$ cat config.mk
export PLATFORM = sky130hd
export DESIGN_NAME = wrr_grant_engine
export DESIGN_NICKNAME = d
export VERILOG_FILES = /design/src/rtl/wrr_grant_engine.sv
export SDC_FILE = /design/constraint.sdc
export NUM_CORES = 1
export LEC_CHECK = 0
export CAP_MARGIN = 5
export CORE_ASPECT_RATIO = 0.5
export CORE_MARGIN = 3
export CORE_UTILIZATION = 43
export CTS_BUF_LIST = sky130_fd_sc_hd__clkbuf_4 sky130_fd_sc_hd__clkbuf_8
export DETAILED_ROUTE_END_ITERATION = 10
export PLACE_DENSITY = 0.6
export SYNTH_ARGS = -nofsm -noshare
export SYNTH_HDL_FRONTEND = slang
export SYNTH_SLANG_ARGS = --single-unit
$ cat constraint.sdc
create_clock -name clk -period 8.01 [get_ports clk]
set_clock_uncertainty 0.1 [all_clocks]
set_input_delay 1.2015 -clock clk [delete_from_list [all_inputs] [get_ports clk]]
set_output_delay 1.2015 -clock clk [all_outputs]
set_load 0.005 [all_outputs]
$ cat src/rtl/wrr_grant_engine.sv
// wrr_grant_engine: weighted round-robin grant engine for a 4-master fabric.
// Each master bids with a 4-bit weight (0 = no request). Waiting masters
// accumulate credit in a saturating balance. The eligible master with the
// highest balance+bid wins. A rotating pointer breaks ties. Grants are
// registered and one-hot, and every release passes through at least one idle
// cycle with grant=0.
// Optional feature macro: WRR_HOLD_LIMIT_EN forces a release after MAX_HOLD
// transfer cycles in one tenure.
module wrr_grant_engine #(
  parameter int BAL_W    = 10,
  parameter int MAX_HOLD = 16
) (
  input  logic       clk,
  input  logic       rst,
  input  logic [3:0] bid0,
  input  logic [3:0] bid1,
  input  logic [3:0] bid2,
  input  logic [3:0] bid3,
  input  logic [3:0] xfr,
  output logic [3:0] grant,
  output logic       busy
);

  typedef enum logic {
    IDLE  = 1'b0,
    GRANT = 1'b1
  } state_t;

  localparam logic [BAL_W:0] BAL_MAX = {1'b0, {BAL_W{1'b1}}};

  state_t           state_q, state_d;
  logic [1:0]       owner_q, owner_d;
  logic [1:0]       ptr_q, ptr_d;
  logic [7:0]       hold_cnt_q, hold_cnt_d;
  logic [3:0]       grant_q, grant_d;
  logic             busy_q, busy_d;
  logic [BAL_W-1:0] bal_q [4];
  logic [BAL_W-1:0] bal_d [4];

  logic [3:0]       bid_s [4];
  logic [BAL_W:0]   score_s [4];
  logic             win_found_s;
  logic [1:0]       win_idx_s;
  logic [BAL_W:0]   win_score_s;
  logic             release_s;
  logic             launch_s;

  // Gather bids into an array and form full-width scores (balance + bid).
  always_comb begin
    bid_s[0] = bid0;
    bid_s[1] = bid1;
    bid_s[2] = bid2;
    bid_s[3] = bid3;
    for (int i = 0; i < 4; i++) begin
      score_s[i] = {1'b0, bal_q[i]} + {{(BAL_W-3){1'b0}}, bid_s[i]};
    end
  end

  // Pick the eligible master with the highest score; scanning from ptr with a
  // strict comparison makes the first tied master in rotation order win.
  always_comb begin
    logic [1:0] idx_v;
    win_found_s = 1'b0;
    win_idx_s   = 2'd0;
    win_score_s = '0;
    idx_v       = 2'd0;
    for (int k = 0; k < 4; k++) begin
      idx_v = ptr_q + 2'(k);
      if ((bid_s[idx_v] != 4'd0) && (!win_found_s || (score_s[idx_v] > win_score_s))) begin
        win_found_s = 1'b1;
        win_idx_s   = idx_v;
        win_score_s = score_s[idx_v];
      end else begin
        win_found_s = win_found_s;
      end
    end
  end

  // Decide whether the current tenure ends on this edge.
`ifdef WRR_HOLD_LIMIT_EN
  localparam logic [7:0] HOLD_LAST = 8'(MAX_HOLD - 1);
  always_comb begin
    release_s = (bid_s[owner_q] == 4'd0) ||
                (xfr[owner_q] && (hold_cnt_q == HOLD_LAST));
  end
`else
  always_comb begin
    release_s = (bid_s[owner_q] == 4'd0);
  end
`endif

  // Grant FSM next-state: arbitrate in IDLE, hold or release in GRANT.
  always_comb begin
    state_d    = state_q;
    owner_d    = owner_q;
    ptr_d      = ptr_q;
    hold_cnt_d = hold_cnt_q;
    grant_d    = grant_q;
    launch_s   = 1'b0;
    case (state_q)
      IDLE: begin
        if (win_found_s) begin
          state_d    = GRANT;
          grant_d    = 4'b0001 << win_idx_s;
          owner_d    = win_idx_s;
          ptr_d      = win_idx_s + 2'd1;
          hold_cnt_d = 8'd0;
          launch_s   = 1'b1;
        end else begin
          grant_d = 4'b0000;
        end
      end
      GRANT: begin
        if (release_s) begin
          state_d = IDLE;
          grant_d = 4'b0000;
        end else if (xfr[owner_q] && (hold_cnt_q != 8'd255)) begin
          hold_cnt_d = hold_cnt_q + 8'd1;
        end else begin
          hold_cnt_d = hold_cnt_q;
        end
      end
      default: begin
        state_d = IDLE;
        grant_d = 4'b0000;
      end
    endcase
    busy_d = (grant_d != 4'b0000);
  end

  // Credit update: winner clears, owner freezes, waiters accumulate with
  // saturation, and a withdrawn bid forfeits its credit.
  always_comb begin
    for (int i = 0; i < 4; i++) begin
      if (launch_s && (win_idx_s == 2'(i))) begin
        bal_d[i] = '0;
      end else if ((state_q == GRANT) && (owner_q == 2'(i))) begin
        bal_d[i] = bal_q[i];
      end else if (bid_s[i] != 4'd0) begin
        if (score_s[i] > BAL_MAX) begin
          bal_d[i] = BAL_MAX[BAL_W-1:0];
        end else begin
          bal_d[i] = score_s[i][BAL_W-1:0];
        end
      end else begin
        bal_d[i] = '0;
      end
    end
  end

  // State registers with asynchronous reset so grant drops without a clock.
  always_ff @(posedge clk or posedge rst) begin
    if (rst) begin
      state_q    <= IDLE;
      owner_q    <= 2'd0;
      ptr_q      <= 2'd0;
      hold_cnt_q <= 8'd0;
      grant_q    <= 4'b0000;
      busy_q     <= 1'b0;
      for (int i = 0; i < 4; i++) begin
        bal_q[i] <= '0;
      end
    end else begin
      state_q    <= state_d;
      owner_q    <= owner_d;
      ptr_q      <= ptr_d;
      hold_cnt_q <= hold_cnt_d;
      grant_q    <= grant_d;
      busy_q     <= busy_d;
      for (int i = 0; i < 4; i++) begin
        bal_q[i] <= bal_d[i];
      end
    end
  end

  assign grant = grant_q;
  assign busy  = busy_q;

endmodule

## After elaboration in Yosys (flattened, before gate mapping)

Cells that the tools add are included.

- Flip-flop bits (word level): 50
- Bits of input ports: 22
- Word-level logic and storage cells: 137

- Add/sub/neg operators: 8
- Order comparisons: 12
- Equality and inequality tests: 10
- Shifts and indexed selects: 1
- Multiplexer cells: 61
- Bitwise gates (word level): 6
- Reduce and logical (&&, ||, !) cells: 30

Operator list:

| kind | number |
|---|---|
| $mux W10 | 16 |
| $mux W11 | 11 |
| $bmux W11 S2 | 4 |
| $mux W4 | 12 |
| $add A10 B4 Y11 | 4 |
| $gt A11 B10 Y1 const B | 4 |
| $bmux W4 S2 | 5 |
| $reduce_bool A4 Y1 | 9 |
| $gt A11 B11 Y1 | 3 |
| $ge A3 B3 Y1 const B | 5 |
| $not A2 Y3 | 5 |
| $logic_and A1 B1 Y1 | 11 |
| $eq A2 B2 Y1 const B | 4 |
| $mux W2 | 4 |
| $ne A2 B2 Y1 const B | 4 |
| $pmux W4 S2 | 1 |
| $mux W1 | 7 |
| $add A2 B1 Y2 const B | 2 |
| $add A2 B2 Y2 const B | 2 |
| $eq A2 B1 Y1 const B | 2 |
| $logic_not A2 Y1 | 2 |
| $logic_not A4 Y1 | 1 |
| $shl A1 B2 Y4 const A | 1 |
| $logic_not A1 Y1 | 3 |
| 4 further kinds | 6 |

## Longest topological paths before layout

- Word-level depth: 22
- Mapped depth: 40

## Least setup slack after synthesis

OpenSTA, ideal clock, no wires.

- Path kind: input to register
- Start point: in bid1[0]
- End point: reg bal_q[24] (netlist name)
- Setup time: 83 ps
- Arrival time: 9,327 ps
- Slack: -1,499 ps
- Stages: 36
- Path through: ha_1 fa_1 a21o_1 a21oi_1 nor2_1 xnor2_1 mux4_2 ha_1 a211o_1 a21oi_1 nor4b_2 o22a_4 mux2_2 inv_1 ha_1 a21oi_1 o21ai_0 a2111oi_0 o22ai_1 buf_2 nor2_1 a221oi_1 ha_1 nand4_1 nor2_1 o221ai_1 a221oi_1 nor2_1 mux2i_1 o21a_1 ha_1 nor2b_1 nor3_1 clkbuf_1 o21ai_0 o21ai_0

- Longest elaborated chain between the ends: 21

RTL lines:

| what | line | RTL |
|---|---|---|
| start, declared | 16 | `input logic [3:0] bid1,` |
| $add A10 B4 Y11 / $bmux W4 S2 (equally long branches) | 55, 69 |  |
| $bmux W11 S2 / $mux W4 (equally long branches) | 72, 69 |  |
| $mux W11 (implied by the code) / $mux W4 (equally long branches) | 72, 69 |  |
| $mux W11 (implied by the code) / $reduce_bool A4 Y1 (equally long branches) | 72, 69 |  |
| $mux W11 / $mux W1 (equally long branches) | 69 | `if ((bid_s[idx_v] != 4'd0) && (!win_found_s \|\| (score_s[idx_v] > win_score_s))) begin` |
| $gt A11 B11 Y1 / $logic_not A1 Y1 (equally long branches) | 69 |  |
| $logic_or A1 B1 Y1 | 69 |  |
| $logic_and A1 B1 Y1 | 69 |  |
| (+5 left out) | n/a |  |
| $gt A11 B11 Y1 / $logic_not A1 Y1 (equally long branches) | 69 |  |
| $logic_or A1 B1 Y1 | 69 |  |
| $logic_and A1 B1 Y1 | 69 |  |
| $mux W1 | 69 |  |
| $mux W1 | 102 | `if (win_found_s) begin` |
| $mux W1 | 100 | `case (state_q)` |
| $logic_and A1 B1 Y1 | 135 | `if (launch_s && (win_idx_s == 2'(i))) begin` |
| $ne A2 B2 Y1 (no source line) / $mux W10 (equally long branches) | n/a |  |
| end signal, assigned by index | 171 | `bal_q[i] <= bal_d[i];` |
| end, declared | 37 | `logic [BAL_W-1:0] bal_q [4];` |

Parallel ways exist; a longest one is shown, timed or not. The select of a mux whose other input is x is not followed.
A chain may end at the register's enable or synchronous reset.

## Final worst setup path

- Start point: in bid1[1]
- End point: reg bal_q[19] (netlist name)

RTL lines:

| what | line | RTL |
|---|---|---|
| $add A10 B4 Y11 / $bmux W4 S2 (equally long branches) | 55, 69 |  |
| $bmux W11 S2 / $mux W4 (equally long branches) | 72, 69 |  |
| $mux W11 (implied by the code) / $mux W4 (equally long branches) | 72, 69 |  |
| $mux W11 (implied by the code) / $reduce_bool A4 Y1 (equally long branches) | 72, 69 |  |
| $mux W11 / $mux W1 (equally long branches) | 69 |  |
| $gt A11 B11 Y1 / $logic_not A1 Y1 (equally long branches) | 69 |  |
| $logic_or A1 B1 Y1 | 69 |  |
| $logic_and A1 B1 Y1 | 69 |  |
| (+5 left out) | n/a |  |
| $gt A11 B11 Y1 / $logic_not A1 Y1 (equally long branches) | 69 |  |
| $logic_or A1 B1 Y1 | 69 |  |
| $logic_and A1 B1 Y1 | 69 |  |
| $mux W2 (*) | 69 |  |
| via win_idx_s[1] | 43 | `logic [1:0] win_idx_s;` |
| $eq A2 B2 Y1 (*) | 135 |  |
| $logic_and A1 B1 Y1 (*) | 135 |  |
| $ne A2 B2 Y1 (no source line) / $mux W10 (equally long branches) | n/a |  |

Mark *: on every way through the listed nets, which the timed path passes. The rest lies on a longest branch. The select of a mux whose other input is x is not followed.

==> results.md <==
* Unrepaired setup endpoints after global routing: yes
* Primary FF master, synth: dfrtp_1
* # rows at 30
* Core Util, Final at 0.6986
* Slew HR at 0.4523
* Total track usage at 0.2991
* Failing checks: negative setup slack
* Die Span X at 175.7 microns
* Core Box Area at 13810 sq um
* Routability cong. at 0.9706
* Vias in the first global route at 7056
* Worst skew pair latency at 0.32 ns
* Min cycle time layout at 9.173 ns
* Clk buf depth at 2
* Final worst setup slack at -1.163 ns
* Routed vias at 7317
* Slew Viols, Final at 0
* Final period util at 1.145
* Syn Area/Cell at 8.183 sq um
* Synth Instances at 757
* GR Overflow Total at 0
* Fraction of layout cells with a size suffix above 1 at 0.4764
* Top post-synthesis cells by area: dfrtp_1 20%, ha_1 11%, mux4_2 6.9%, o21ai_0 5.9%, nand2_1 5.2%
* CP peak stage delay at 0.48 ns
* TritonCTS clock tree: done
* Largest net degree at the start of global routing at 54
* Crit path launch type: primary input
* Initial antenna violation count at 0
* Seq/Total Area, Yosys at 0.2020
* Seq cells post-synth at 50
* WL per Instance at 21.12 microns
* Hold WC Path Type: reg -> reg
* Vias per cell at 6.154
* Initial core utilization at 0.4485
* Die ar. at 15970 sq um
* Status: complete, but fails checks
* DRC at 0
* Final Hold Vio Count at 0
* Required @ worst endpoint at 8.13 ns
* Crit Path Category: in -> reg
* Worst reg2reg path startpoint: bal_q[20]$_DFFE_PP0P_
* Syn-to-layout area delta at 55.77%
* Number of clock sinks at 50
* Clk Tree Root Cell: clkbuf_8
* Worst slew pin tran at 0.8177 ns
* Worst setup startpoint: bid1[1]
* PortBufs at 22
* Most frequent CP cell: buf_4
* Synth area leader: dfrtp_1
* Mapped cell area at 6195 sq um
* Worst Hold Launch: grant[0]$_DFF_PP0_
* Setup WS pre-CTS at -1.979 ns
* Arr. time, crit path at 9.29 ns
* Top cell type's share of synthesized area at 0.2020
* Synth warn at 0
* CP max FO at 8
* Number of synthesized flops with an enable pin at 0
* Setup violations, final at 49
* F_max at 0.1090 GHz
* First DRT Iteration DRCs at 782
* TritonCTS Buffers at 5
* Element type at the critical path end: register
* Most common cell in the netlist: nand2_1
* Die H at 90.87 microns
* WHS at 0.4456 ns
* Drt pass-1 iters at 5
* Max capacitance violation total at 0
* Antenna Nets Post-Route at 0
* Post-detail-place hpwl at 17.60 mm
* Slowest CP cell: mux4_2
* First-pass GRT wire length at 37.69 mm
* I/O pins at 27
* FFs w/ async S/R, synth at 1.000
* Synth cell count leaders: 85 x nand2_1, 75 x nor2_1, 73 x o21ai_0
* Nets at 1075
* N_diodes at 0
* DP Area at 8182 sq um
* Worst-path clk slew at 0.11 ns
* Finished layout cell area at 9649 sq um
* Syn nets at 836
* Htree depth at 2
* Synth cell types at 76
* Total length of routed wires at 25.12 mm
-- registers in the layout (all words and copies together), names as in the netlist --
name	cells
ptr_q	2
grant	4
busy	1
state_q	1
bal_q	40
owner_q	2
-- per-layer routing --
| metal | GRT usage | wire length (microns) | vias up |
|---|---|---|---|
| met2 | 0.4673 | 11060 | 386 |
| li1 | - | - | 3312 |
| met5 | 0 | 0 | - |
| met3 | 0.07305 | 2350 | 94 |
| met4 | 0.06912 | 974 | 0 |
| met1 | 0.4178 | 10730 | 3525 |
-- cell type report --
| cell class | count | area (sq um) |
|---|---|---|
| flip-flops and latches | 50 | 1252 |
| inverters | 24 | 95.09 |
| fillers | 1062 | 4164 |
| clock inverters | 2 | 13.76 |
| clock buffers | 6 | 76.32 |
| multi-input cells | 638 | 5723 |
| well taps | 192 | 240.2 |
| repair buffers | 277 | 2248 |
-- placed cells by master (no fill, tap or decap), types with 5 or more instances in the layout --
master and instances:
buf_4 231, nand2_1 82, nor2_1 61, dfrtp_1 49
o21ai_1 41, ha_1 28, buf_6 27, mux2i_1 24
ha_4 24, a21oi_1 23, o21ai_0 20, mux4_2 19
inv_1 17, a21o_1 16, o21ai_2 14, a21oi_2 13
nand3_1 12, nor3_1 11, nand4_1 11, a22o_1 9
nor2_2 9, a211oi_1 9, mux2_2 9, a211oi_2 8
and3_1 8, nor3_2 8, nor4_1 7, xor2_1 6
a22oi_1 6, a211o_1 6, xor2_2 6, xnor2_2 6
clkdlybuf4s50_1 6, o21a_1 5, nor2_4 5, nor2b_1 5
inv_2 5, clkbuf_8 5
-- metrics by stage --
step	setup TNS, ns	std cells
3_3_place_gp	-75.88	1123
5_1_grt	-57.18	1189
3_5_place_dp	-86.39	1123
2_1_floorplan	-14.59	757
4_1_cts	-24.39	1172
6_report	-47.28	1189
-- worst max-delay path: cells and delay by family --
family,cells,cell delay (ns)
compound gates,16,3.43
xor+xnor,1,0.18
fa+ha+maj,5,1.46
simple gates,7,1.33
mux,2,0.61
buf+inv,8,1.06
-- repair_timing --
action | 4_1_cts | 5_1_grt
gates resized for setup | 187 | 82
endpoints found under the setup margin | 49 | 49
buffers inserted | 43 | 23
hold buffers | 0 | 0
gates cloned | 0 | 0
pin swaps | 70 | 40
hold endpoints to repair | 0 | 0
-- cell families (layout without fill, tap and decap cells) --
family,after synthesis,count (layout),synth area share
adder cells (fa/ha/maj),57,57,0.1200
buffers and inverters,69,309,0.04565
AND/OR/NAND/NOR,269,269,0.2080
flip-flops,50,50,0.2020
multiplexers,61,61,0.1446
XOR/XNOR,25,25,0.03535
AO/OA/AOI/OAI,226,226,0.2444
-- final timing paths --
kind,end,slack [ns],cells past startpoint
setup / recovery,bal_q[19]$_DFFE_PP0P_,-1.16,39
hold / removal,grant[0]$_DFF_PP0_,0.45,1
setup reg to reg,bal_q[19]$_DFFE_PP0P_,-0.63,38
hold reg to reg,grant[0]$_DFF_PP0_,0.45,1
max in group asynchronous,ptr_q[1]$_DFFE_PP0P_,6.06,3
min in group asynchronous,bal_q[10]$_DFFE_PP0P_,1.27,3
Power is not shown: default switching activity piles up to over one toggle a cycle in this logic, so the estimate is an artifact.
